### src/rtl/btb_predictor.sv
`default_nettype none
// ============================================================================
//  Module   : btb_predictor
//  Purpose  : Direct-mapped branch target buffer with a 2-bit saturating
//             direction counter per entry. The IF stage looks up the fetch PC
//             combinationally. The EX stage trains the table with the resolved
//             PC, outcome and target. Two saturating performance counters track
//             resolved control-flow instructions and mispredictions.
//
//  Ports    : clk                 - rising-edge clock
//             rst_n               - synchronous active-low reset
//             pc_if               - fetch PC being looked up
//             predictedTaken_if   - hit AND counter MSB
//             predicted_target_if - stored target on hit, else 0
//             btb_hit_if          - valid entry with matching tag
//             update_btb_ex       - a control-flow instruction resolved in EX
//             pc_ex               - PC of the resolved instruction
//             ex_branch_taken     - actual outcome
//             jump_addr_ex        - computed target
//             modify_pc_ex        - EX mispredict/redirect flag
//             ctrl_count          - resolved control-flow count (saturating)
//             mispredict_count    - misprediction count (saturating)
//
//  Revision : 1.0 - initial release
// ============================================================================
module btb_predictor #(
    parameter int INDEX_BITS = 4
) (
    input  logic        clk,
    input  logic        rst_n,

    input  logic [31:0] pc_if,
    output logic        predictedTaken_if,
    output logic [31:0] predicted_target_if,
    output logic        btb_hit_if,

    input  logic        update_btb_ex,
    input  logic [31:0] pc_ex,
    input  logic        ex_branch_taken,
    input  logic [31:0] jump_addr_ex,
    input  logic        modify_pc_ex,

    output logic [31:0] ctrl_count,
    output logic [31:0] mispredict_count
);

    localparam int         c_ENTRIES = 1 << INDEX_BITS;
    localparam int         c_TAG_W   = 30 - INDEX_BITS;

    // Counter encoding: 00 strong NT, 01 weak NT, 10 weak T, 11 strong T.
    localparam logic [1:0] c_CTR_SNT = 2'b00;
    localparam logic [1:0] c_CTR_WNT = 2'b01;
    localparam logic [1:0] c_CTR_WT  = 2'b10;
    localparam logic [1:0] c_CTR_ST  = 2'b11;

    localparam logic [31:0] c_CNT_MAX = 32'hFFFF_FFFF;

    // ------------------------------------------------------------------
    // Table storage
    // ------------------------------------------------------------------
    logic                 r_valid  [c_ENTRIES];
    logic [c_TAG_W-1:0]   r_tag    [c_ENTRIES];
    logic [31:0]          r_target [c_ENTRIES];
    logic [1:0]           r_ctr    [c_ENTRIES];

    logic [31:0]          r_ctrl_count;
    logic [31:0]          r_misp_count;

    // ------------------------------------------------------------------
    // Index / tag extraction. pc[1:0] never participates.
    // ------------------------------------------------------------------
    logic [INDEX_BITS-1:0] w_if_idx;
    logic [c_TAG_W-1:0]    w_if_tag;
    logic [INDEX_BITS-1:0] w_ex_idx;
    logic [c_TAG_W-1:0]    w_ex_tag;
    logic                  w_unused_pc_lsbs;

    assign w_if_idx = pc_if[INDEX_BITS+1:2];
    assign w_if_tag = pc_if[31:INDEX_BITS+2];
    assign w_ex_idx = pc_ex[INDEX_BITS+1:2];
    assign w_ex_tag = pc_ex[31:INDEX_BITS+2];

    assign w_unused_pc_lsbs = &{1'b0, pc_if[1:0], pc_ex[1:0]};

    // ------------------------------------------------------------------
    // Lookup: purely combinational from the registered table, so a
    // same-cycle update to the same index is not visible until the next
    // cycle (read-before-write, no bypass).
    // ------------------------------------------------------------------
    logic w_if_hit;

    assign w_if_hit            = r_valid[w_if_idx] && (r_tag[w_if_idx] == w_if_tag);
    assign btb_hit_if          = w_if_hit;
    assign predictedTaken_if   = w_if_hit && r_ctr[w_if_idx][1];
    assign predicted_target_if = w_if_hit ? r_target[w_if_idx] : 32'h0;

    // ------------------------------------------------------------------
    // Update decision
    // ------------------------------------------------------------------
    logic       w_ex_hit;
    logic       w_train;   // hit: adjust counter (and target if taken)
    logic       w_alloc;   // miss + taken: claim the slot, evicting any alias
    logic [1:0] w_ctr_cur;
    logic [1:0] w_ctr_next;

    assign w_ex_hit  = r_valid[w_ex_idx] && (r_tag[w_ex_idx] == w_ex_tag);
    assign w_train   = update_btb_ex && w_ex_hit;
    assign w_alloc   = update_btb_ex && !w_ex_hit && ex_branch_taken;
    assign w_ctr_cur = r_ctr[w_ex_idx];

    always_comb begin
        w_ctr_next = w_ctr_cur;
        if (ex_branch_taken) begin
            if (w_ctr_cur != c_CTR_ST) begin
                w_ctr_next = w_ctr_cur + 2'd1;
            end
        end else begin
            if (w_ctr_cur != c_CTR_SNT) begin
                w_ctr_next = w_ctr_cur - 2'd1;
            end
        end
    end

    // ------------------------------------------------------------------
    // Table state
    // ------------------------------------------------------------------
    always_ff @(posedge clk) begin
        if (!rst_n) begin
            for (int i = 0; i < c_ENTRIES; i++) begin
                r_valid[i]  <= 1'b0;
                r_tag[i]    <= '0;
                r_target[i] <= '0;
                r_ctr[i]    <= c_CTR_WNT;
            end
        end else if (w_alloc) begin
            r_valid[w_ex_idx]  <= 1'b1;
            r_tag[w_ex_idx]    <= w_ex_tag;
            r_target[w_ex_idx] <= jump_addr_ex;
            r_ctr[w_ex_idx]    <= c_CTR_WT;
        end else if (w_train) begin
            r_ctr[w_ex_idx] <= w_ctr_next;
            // A taken hit refreshes the target so a moved JALR destination
            // replaces the stale one; a not-taken hit keeps it.
            if (ex_branch_taken) begin
                r_target[w_ex_idx] <= jump_addr_ex;
            end
        end
    end

    // ------------------------------------------------------------------
    // Saturating performance counters
    // ------------------------------------------------------------------
    always_ff @(posedge clk) begin
        if (!rst_n) begin
            r_ctrl_count <= '0;
            r_misp_count <= '0;
        end else begin
            if (update_btb_ex && (r_ctrl_count != c_CNT_MAX)) begin
                r_ctrl_count <= r_ctrl_count + 32'd1;
            end
            if (modify_pc_ex && (r_misp_count != c_CNT_MAX)) begin
                r_misp_count <= r_misp_count + 32'd1;
            end
        end
    end

    assign ctrl_count       = r_ctrl_count;
    assign mispredict_count = r_misp_count;

endmodule
`default_nettype wire

### config.mk
export PLATFORM = sky130hd
export DESIGN_NAME = btb_predictor
export DESIGN_NICKNAME = d
export VERILOG_FILES = /design/src/rtl/btb_predictor.sv
export SDC_FILE = /design/constraint.sdc
export NUM_CORES = 2
export LEC_CHECK = 0
export CORE_ASPECT_RATIO = 0.7
export CORE_UTILIZATION = 50
export DETAILED_ROUTE_END_ITERATION = 8
export GPL_ROUTABILITY_DRIVEN = 0
export PLACE_DENSITY = 0.71
export SETUP_SLACK_MARGIN = 0.5
export SYNTH_ARGS = -nofsm -noshare
export SYNTH_HDL_FRONTEND = slang
export SYNTH_SLANG_ARGS = --single-unit
### constraint.sdc
create_clock -name clk -period 14.3 [get_ports clk]
set_clock_uncertainty 0.05 [all_clocks]
set_input_delay 2.145 -clock clk [delete_from_list [all_inputs] [get_ports clk]]
set_output_delay 2.145 -clock clk [all_outputs]
set_load 0.005 [all_outputs]
==> flow_metrics.tcl <==
set metrics [dict create \
    p_leak_nw 19.8 \
    hold_depth 2 \
    yosysTopAreaCell "edfxtp_1" \
    fin_ws_ns 4.66 \
    synth.area.mux_share_pct 18.5 \
    yosysSeqAreaShare_pct 58.3 \
    firstDrtPassIters 6 \
    start_kind "primary input" \
    worstPathCellList "buf_8, buf_4, buf_4, mux4_2, mux4_2, xnor2_1, nand3_1, nor3_1, nand4_1, buf_4, nor2b_1, clkdlybuf4s50_1" \
    cts_root_buf "clkbuf_16" \
    intPower_mw 5.29 \
    crit_slowest_cell "buf_4" \
    final_net_count 3662 \
    async_flop_share_pct 0 \
    clock_latency_ns 0.72 \
    vias 33800 \
    synth_top_family_by_area "multiplexers" \
    synth_area_leaders "edfxtp_1 (55%), mux4_2 (16%), nor3b_1 (4.2%)" \
    synth-compound-area-share_pct 2.35 \
    power_switching_mw 1.68 \
    die_h_um 272 \
    p_clk_share_pct 39.2 \
    ys_warn_count 0 \
    wire_per_inst_um 31.6 \
    slowest_delay_ns 0.90 \
    hp-class "flip-flop to flip-flop" \
    syn_inst 3562 \
    rsz0062_at_grt "false" \
    drt_iter0_drc 5068 \
    ant_nets 0 \
    via_per_inst 6.76 \
    finalSetupTns_ns 0 \
    synth_xor_area_share_pct 2.06 \
    power_density_nw_per_um2 119 \
    p_total_mw 6.97 \
    cp_data_required_time_ns 12.10 \
    drc 0 \
    post_dp_cell_area_um2 55300 \
    worst-path-max-fanout 47 \
    start_util_pct 50.8 \
    grt_pass1_vias 32700 \
    status "finished clean" \
    fin_util_pct 57.1 \
    ctsHoldBuffers 0 \
    synth_cell_types 66 \
    rr_startpoint "r_tag[10][16]$_SDFFCE_PN0P_" \
    antenna_found_initial 12 \
    p_seq_share_pct 50.7 \
    cap_violations 0 \
    syn_area_um2 52200 \
    core_um2 103000 \
    r2r_cells 10 \
    dieArea_um2 106000 \
    worstHoldStart "r_valid[0]$_DFF_P_" \
    grt-ovfl-total 0 \
    critPathCaptureType "primary output" \
    synth_edf_count 960 \
    sw_frac_of_total_pct 24.1 \
    cts_resized 0 \
    finalSetupViolCount 0 \
    slew_headroom_pct 11.3 \
    cts_tree "yes" \
    io_buffers 194 \
    cp_top_family "buffers and inverters" \
    dp_slack_ns 4.66 \
    clkSlewWorstSetupHoldPaths_ns 0.07 \
    routed_wl_mm 158 \
    final_area_um2 58600 \
    fmax_ghz 0.104 \
    synth.top_cell.area_share_pct 55.2 \
    irDropWorstVdd_mv 0.105 \
    startpoint "pc_if[2]" \
    post-place-cells 4806 \
    synth_seq_cells 1040 \
    avgSynthCellArea_um2 14.7 \
    crit_cells 12 \
    post-cts-setup-buffers 0 \
    period_share_pct 67.4 \
    path_common_cell "buf_4" \
    final_max_slew_viol_count 0 \
    grt_pass1_wl_mm 229 \
    numCtsBuffers 101 \
    clock_path_buffers 3 \
    clkSinkCount 1040 \
    worstMarginPinSlew_ns 1.32 \
    hpwl_mm 87.2 \
    crit_type "primary input to primary output" \
    min_period_ns 9.64 \
    synth_ff_type "edfxtp_1" \
    synth-adder-area-share_pct 0.0479 \
    hold_viol_final 0 \
    drive_above_1_share_pct 20.3 \
    whs_ns 0.427 \
    synth-simple-area-share_pct 15.5 \
    die_w_um 388 \
    synth_nets 3665 \
    worstPathArrival_ns 7.44 \
    regToRegSetupSlack_ns 7.48 \
    grt_use_total_pct 29.8 \
    fin_cells 5006 \
    cts_max_level 3 \
    area_delta_synth_final_pct 12.3 \
    path_buf_inv 5 \
    core.rowCount 98 \
    boundaryPins 199 \
    grt_max_degree 218 \
    comb_power_share_pct 10.1 \
]
## cell type report
type                    instances  area (µm²)
fillers                      7896       44100
repair buffers                287        2670
clock buffers                 134        2700
flip-flops and latches       1040       30400
clock inverters                58         614
diodes                          8        20.0
inverters                      20        75.1
well taps                    1350        1690
multi-input cells            2109       20400
## cell usage in the layout (no fill, tap or decap), types with 17 or more instances in the layout
| master | netlist | routed |
|---|---|---|
| a2bb2oi_1 | 17 | 17 |
| a31oi_1 | 18 | 18 |
| and2_1 | 345 | 345 |
| and3_1 | 231 | 231 |
| buf_4 | 16 | 95 |
| clkbuf_1 | 266 | 26 |
| clkbuf_16 | 0 | 101 |
| clkdlybuf4s50_1 | 0 | 185 |
| clkinv_2 | 0 | 21 |
| dfxtp_1 | 80 | 80 |
| edfxtp_1 | 960 | 960 |
| mux2_2 | 29 | 29 |
| mux2i_1 | 76 | 76 |
| mux4_2 | 380 | 380 |
| nand2_1 | 97 | 70 |
| nand2_2 | 0 | 27 |
| nand3_1 | 38 | 35 |
| nand4_1 | 21 | 21 |
| nor2_1 | 37 | 28 |
| nor2b_1 | 49 | 48 |
| nor3_1 | 151 | 145 |
| nor3b_1 | 289 | 289 |
| o21ai_0 | 55 | 40 |
| xnor2_1 | 80 | 80 |
| xor2_1 | 43 | 43 |
## worst reg2reg max path, stage by stage (launching register included)
cell	delay, ns
edfxtp_1	0.42
mux4_2	0.48
mux2i_1	0.17
xor2_1	0.78
nand4_1	0.23
o31ai_1	0.92
o2111ai_1	0.64
nor3_4	0.98
buf_4	0.71
buf_4	0.94
nor3b_1	0.18
## cells in the mapped netlist, types with 21 or more instances
cell type / count
and2_1: 345
and3_1: 231
buf_1: 36
buf_2: 70
clkbuf_1: 266
dfxtp_1: 80
edfxtp_1: 960
mux2_2: 29
mux2i_1: 76
mux4_2: 380
nand2_1: 97
nand3_1: 38
nand4_1: 21
nor2_1: 37
nor2b_1: 49
nor3_1: 151
nor3b_1: 289
o21ai_0: 55
xnor2_1: 80
xor2_1: 43
## power by group through the flow
stage	registers [mW]	logic [mW]	clock network [mW]
floorplan	3.57	0.447	0
global placement	3.59	0.683	0
detailed placement	3.59	0.688	0
CTS	3.53	0.691	2.75
global route	3.55	0.729	2.86
finish	3.53	0.705	2.73
## flip-flops by register name, summed over array words and instances (netlist names)
register / cells
r_tag: 416
r_ctr: 32
r_target: 512
mispredict_count: 32
ctrl_count: 32
r_valid: 16
## worst paths after layout
kind	endpoint
min reg2reg	r_valid[0]$_DFF_P_
min	r_valid[0]$_DFF_P_
max	predicted_target_if[13]
max reg2reg	r_tag[5][21]$_SDFFCE_PN0P_
## cell families (layout without fill, tap and decap cells)
family | after synthesis | after routing
fa+ha+maj | 2 | 2
mux | 485 | 485
compound gates | 183 | 183
simple gates | 1316 | 1316
flops | 1040 | 1040
other cells | 0 | 8
xor+xnor | 123 | 123
buf+inv | 413 | 499
## metal layers
| metal | share of wire, % | track usage (%) | up-vias | routed length, µm |
|---|---|---|---|---|
| met5 | 0.013 | 0 | - | 21 |
| met4 | 3.1 | 8.81 | 4 | 4910 |
| met3 | 14 | 8.27 | 338 | 21800 |
| met2 | 45 | 44.4 | 2427 | 70800 |
| met1 | 38 | 42.9 | 17300 | 60800 |
| li1 | - | - | 13800 | - |
No activity file was read; power rests on OpenSTA's default activity.
